## config.mk

```make
export PLATFORM = sky130hd
export DESIGN_NAME = rf_bank_scheduler
export DESIGN_NICKNAME = d
export VERILOG_FILES = /design/src/rtl/rf_pkg.sv /design/src/rtl/rf_rr_arbiter.sv /design/src/rtl/rf_bank_scheduler.sv
export SDC_FILE = /design/constraint.sdc
export NUM_CORES = 1
export LEC_CHECK = 0
export CAP_MARGIN = 20
export CORE_AREA = 2 2 410 412
export CTS_CLUSTER_DIAMETER = 30
export DETAILED_ROUTE_END_ITERATION = 16
export DIE_AREA = 0 0 412 414
export PLACE_DENSITY = 0.3
export SLEW_MARGIN = 10
export SYNTH_ARGS = -nofsm -noshare
export SYNTH_HDL_FRONTEND = slang
export SYNTH_SLANG_ARGS = --single-unit
export TNS_END_PERCENT = 100
```

## constraint.sdc

```tcl
create_clock -name clk -period 3.6 [get_ports clk]
set_input_delay 0.72 -clock clk [delete_from_list [all_inputs] [get_ports clk]]
set_output_delay 0.72 -clock clk [all_outputs]
set_load 0.05 [all_outputs]
```

## src/rtl/rf_pkg.sv

```systemverilog
// rtl/rf_pkg.sv - shared sizing defaults and read-tag type for the register-file bank scheduler
package rf_pkg;

    localparam int NUM_OC     = 4;
    localparam int OCID_W     = 2;
    localparam int ROW_W      = 3;
    localparam int DATA_W     = 256;
    localparam int STARVE_MAX = 4;

    // Identifies an in-flight read: which collector asked and which row it gets back.
    typedef struct packed {
        logic [OCID_W-1:0] ocid;
        logic [ROW_W-1:0]  row;
    } rf_req_t;

endpackage

```

## src/rtl/rf_rr_arbiter.sv

```systemverilog
// rtl/rf_rr_arbiter.sv - combinational round-robin pick of the first requester at or after ptr_i
module rf_rr_arbiter #(
    parameter int NUM_OC = rf_pkg::NUM_OC,
    parameter int OCID_W = rf_pkg::OCID_W
) (
    input  logic [NUM_OC-1:0] req_i,
    input  logic [OCID_W-1:0] ptr_i,
    output logic [NUM_OC-1:0] gnt_o,
    output logic [OCID_W-1:0] idx_o,
    output logic              any_o
);
    import rf_pkg::*;

    always_comb begin
        logic              found;
        logic [OCID_W-1:0] cur;
        found = 1'b0;
        cur   = '0;
        idx_o = '0;
        // NUM_OC is a power of two, so the index add wraps naturally
        for (int i = 0; i < NUM_OC; i++) begin
            cur = ptr_i + OCID_W'(i);
            if (!found && req_i[cur]) begin
                found = 1'b1;
                idx_o = cur;
            end
        end
        any_o = |req_i;
        gnt_o = any_o ? (NUM_OC'(1) << idx_o) : '0;
    end

endmodule

```

## src/rtl/rf_bank_scheduler.sv

```systemverilog
// rtl/rf_bank_scheduler.sv - shares one RF bank port between collector reads and CDB writeback
module rf_bank_scheduler #(
    parameter int NUM_OC     = rf_pkg::NUM_OC,
    parameter int OCID_W     = rf_pkg::OCID_W,
    parameter int ROW_W      = rf_pkg::ROW_W,
    parameter int DATA_W     = rf_pkg::DATA_W,
    parameter int STARVE_MAX = rf_pkg::STARVE_MAX
) (
    input  logic                     clk,
    input  logic                     rst,
    input  logic [NUM_OC-1:0]        oc_req_valid,
    input  logic [NUM_OC*ROW_W-1:0]  oc_req_row,
    output logic [NUM_OC-1:0]        oc_req_ready,
    input  logic                     wb_valid,
    input  logic [ROW_W-1:0]         wb_row,
    input  logic [DATA_W-1:0]        wb_data,
    output logic                     wb_ready,
    output logic                     rf_en,
    output logic                     rf_wr,
    output logic [ROW_W-1:0]         rf_addr,
    output logic [DATA_W-1:0]        rf_wdata,
    input  logic [DATA_W-1:0]        rf_rdata,
    output logic                     rd_valid,
    output logic [OCID_W-1:0]        rd_ocid,
    output logic [ROW_W-1:0]         rd_row,
    output logic [DATA_W-1:0]        rd_data
);
    import rf_pkg::*;

    localparam int              SC_W       = $clog2(STARVE_MAX + 1);
    localparam logic [SC_W-1:0] STARVE_LIM = SC_W'(STARVE_MAX);

    logic [OCID_W-1:0] rr_ptr_q, rr_ptr_d;
    logic [SC_W-1:0]   starve_q, starve_d;
    logic              rd_valid_q;
    rf_req_t           tag_q, tag_d;

    logic [NUM_OC-1:0] cand_oh;
    logic [OCID_W-1:0] cand;
    logic              rd_pend;
    logic [ROW_W-1:0]  cand_row;
    logic              grant_rd, grant_wr;

    rf_rr_arbiter #(
        .NUM_OC (NUM_OC),
        .OCID_W (OCID_W)
    ) u_arb (
        .req_i (oc_req_valid),
        .ptr_i (rr_ptr_q),
        .gnt_o (cand_oh),
        .idx_o (cand),
        .any_o (rd_pend)
    );

    assign cand_row = oc_req_row[cand*ROW_W +: ROW_W];

    always_comb begin
        grant_rd = 1'b0;
        grant_wr = 1'b0;
        if (rd_pend && wb_valid) begin
            // A same-row write must land before the read so the collector sees fresh data
            if (cand_row == wb_row)          grant_wr = 1'b1;
            else if (starve_q == STARVE_LIM) grant_rd = 1'b1;
            else                             grant_wr = 1'b1;
        end else if (wb_valid) begin
            grant_wr = 1'b1;
        end else if (rd_pend) begin
            grant_rd = 1'b1;
        end

        oc_req_ready = grant_rd ? cand_oh : '0;
        wb_ready     = grant_wr;
        rf_en        = grant_rd | grant_wr;
        rf_wr        = grant_wr;
        rf_addr      = grant_wr ? wb_row : (grant_rd ? cand_row : '0);
        rf_wdata     = grant_wr ? wb_data : '0;

        rr_ptr_d = grant_rd ? cand + OCID_W'(1) : rr_ptr_q;

        if (grant_rd || !rd_pend)      starve_d = '0;
        else if (starve_q != STARVE_LIM) starve_d = starve_q + SC_W'(1);
        else                           starve_d = starve_q;

        tag_d = '{ocid: cand, row: cand_row};
    end

    always_ff @(posedge clk or negedge rst) begin
        if (!rst) begin
            rr_ptr_q   <= '0;
            starve_q   <= '0;
            rd_valid_q <= 1'b0;
            tag_q      <= '0;
        end else begin
            rr_ptr_q   <= rr_ptr_d;
            starve_q   <= starve_d;
            rd_valid_q <= grant_rd;
            if (grant_rd) tag_q <= tag_d;
        end
    end

    assign rd_valid = rd_valid_q;
    assign rd_ocid  = tag_q.ocid;
    assign rd_row   = tag_q.row;
    assign rd_data  = rd_valid_q ? rf_rdata : '0;

endmodule

```

==> flow_summary.yaml <==
outcome:
  outcome: "finished with violations"
  violations: "setup timing"
placement:
  dp_slack_ns: -1.230
  dp_hpwl_mm: 89.11
  gp_congestion: 0.8237
  port_buffers: 1061
clock_tree:
  cts_tree: "done"
  clock_path_buffers: 2
  htree_levels: 1
  path_clk_slew_ns: 0.05
  clk_latency_ns: 0.25
  ctsHoldBuffers: 0
  cts_buffers: 3
  cts_root_buf: "clkbuf_16"
  clock_sinks: 11
global_route:
  antenna_found_initial: 92
  grtUsageTotal_pct: 10.90
  grt-ovfl-total: 0
  grt_pass1_vias: 9653
  grt_max_degree: 57
  grt_pass1_wl_mm: 118.3
flow_run:
  cap_violations: 0
sta:
  finalCriticalPeriod_ns: 4.007
  slew_headroom_pct: 52.71
  fmax_mhz: 249.6
  min_period_over_period_pct: 111.3
  grt_setup_unrepaired: "true"
  slew_violations: 0
  setup_slack_ns: -0.4071
  setup_violations: 265
  hold_violations: 0
  worst_slew_pin_slew_ns: 0.7094
  fin_skew_ns: 0.002819
route:
  wl_per_cell_um: 24.36
  wirelength_mm: 96.94
  drt-initial-drc-count: 225
  vias_per_cell: 2.316
  drc: 0
  vias: 9215
  detail-route-antenna-nets: 0
  drt_first_pass_iters: 6
hold_path:
  hp-class: "register to register"
power_and_ir_drop:
  p_leak_nw: 8.606
  vdd_drop_max_v: 0.0001511
  p_total_mw: 7.919
  power_density_mw_per_mm2: 353.0
cells_and_area:
  drive_above_1_share_pct: 40.90
  layout.nets: 2311
  final.fill_count: 18992
  layout_common_cells: "735 x clkdlybuf4s50_1, 287 x buf_12, 259 x and2_4"
  layout_commonest_cell: "clkdlybuf4s50_1"
  synthToLayoutAreaGrowth_pct: 400.3
logic_synthesis:
  ys_types: 38
  yosysWarnings: 0
  avgSynthCellArea_um2: 6.867
  synth_area_mm2: 0.004484
  synth_nets: 1193
  ys_ff_latch: 11
  yosysSeqAreaShare_pct: 6.138
  syn_inst: 653
floorplanning:
  core.rowCount: 150
  ios: 1062
  die_height_um: 414
  core-area_mm2: 0.1663
  die_w_um: 412
  start_util_pct: 2.697
  die-area_mm2: 0.1706
worst_setup_path:
  critical_path.startpoint_type: "primary input"
  worstPathArrival_ns: 3.29
  cp_max_fo: 6
  timing.setup.critical_path_class: "primary input to output port"
  required_ns: 2.88
  end_kind: "output port"
-- critical path, cell delays in order --
cell and delay [ns]:
buf_12 0.10, mux2i_4 0.07, a221oi_4 0.27, buf_6 0.15, mux4_2 0.54, xor2_2 0.19
nor2_4 0.06, a31o_4 0.24, buf_12 0.13, buf_8 0.14, buf_12 0.15, buf_6 0.13
and2_2 0.20, buf_12 0.15
-- routing by layer --
metal,wire (µm),track usage [%],vias to the layer above
li1,-,-,4220
met1,34710,11.60,4181
met2,50070,20.13,633
met3,10270,4.882,153
met4,1397,1.138,28
met5,505,0,-
-- cell usage after synthesis (all sizes together) --
master,number,share of area (%)
a21o,1,0.17
a21oi,3,0.42
a221o,2,0.45
a221oi,1,0.59
a22o,3,0.59
a31o,1,0.20
a31oi,3,0.56
and2,517,72
and3b,1,0.20
and4,2,0.39
buf,28,6.3
clkbuf,32,2.7
dfrtp,11,6.1
ha,6,1.7
inv,6,0.50
mux2,3,0.75
mux2i,5,1.1
mux4,2,1.0
nand2,2,0.17
nand2b,3,0.42
nand3b,2,0.33
nand4,1,0.14
nor2,5,0.59
nor2b,1,0.14
nor3,1,0.11
nor4,1,0.14
o21a,1,0.17
o21ai,2,0.22
o221ai,1,0.20
o32a,1,0.22
o32ai,1,0.20
xnor2,2,0.39
xor2,2,0.73
-- timing repair --
action                                  in CTS  in global routing
pin swaps                                   56                  8
cloned                                      15                  8
buffers inserted                            27                 16
resized for setup                          114                 28
endpoints found under the setup margin     272                265
-- power by group --
group | total [mW] | switching (mW) | internal, mW
logic | 7.46 | 4.03 | 3.43
registers | 0.242 | 0.0743 | 0.168
clock network | 0.216 | 0.0659 | 0.150
-- final cells by class --
class | count | area [µm²] | area share (%)
diodes | 5 | 12.51 | 0.05577
clock buffers | 4 | 78.83 | 0.3514
inverters | 6 | 22.52 | 0.1004
multi-input cells | 576 | 4534 | 20.21
flip-flops and latches | 11 | 280.3 | 1.249
well taps | 2204 | 2758 | 12.29
repair buffers | 1173 | 14750 | 65.74
-- flip-flops by register name, summed over array words and instances (netlist names) --
register / count
rd_valid: 1
rd_ocid: 2
rd_row: 3
starve_q: 3
rr_ptr_q: 2
-- final timing paths --
kind	cells past startpoint	end	startpoint	slack (ns)
min	1	rd_row[0]	rd_row[0]	0.51
max reg2reg	14	rd_row[0]	rr_ptr_q[1]	0.36
max in group asynchronous	1	rd_valid	rst	2.22
max	14	rf_wdata[32]	oc_req_valid[3]	-0.41
min reg2reg	1	rd_row[0]	rd_row[0]	0.51
min in group asynchronous	1	starve_q[2]	rst	0.89
-- kinds of logic (layout without fill, tap and decap cells) --
kind of cell / count (synthesis) / after routing / share of synthesized area (%)
fa+ha+maj: 6 / 6 / 1.674
other cells: 0 / 5 / 0
simple gates: 536 / 536 / 74.75
flops: 11 / 11 / 6.138
mux: 10 / 10 / 2.874
xor+xnor: 4 / 4 / 1.116
buf+inv: 66 / 1183 / 9.487
compound gates: 20 / 20 / 3.962
-- through the flow --
stage | instances | cell area, µm² | utilization (%) | setup TNS (ns) | hold slack, ns
after global routing | 3975 | 22420 | 13.49 | -117.99 | 0.5452
after detailed placement | 3914 | 21200 | 12.75 | -306.36 | 0.5009
after global placement | 3914 | 21200 | 12.75 | -311.75 | 0.5031
after floorplan | 653 | 5131 | - | -1.864 | 0.4244
final | 3979 | 22430 | 13.49 | -86.74 | 0.5094
after CTS | 3959 | 22240 | 13.37 | -108.84 | 0.5120
No activity file was read; power rests on OpenSTA's default activity.
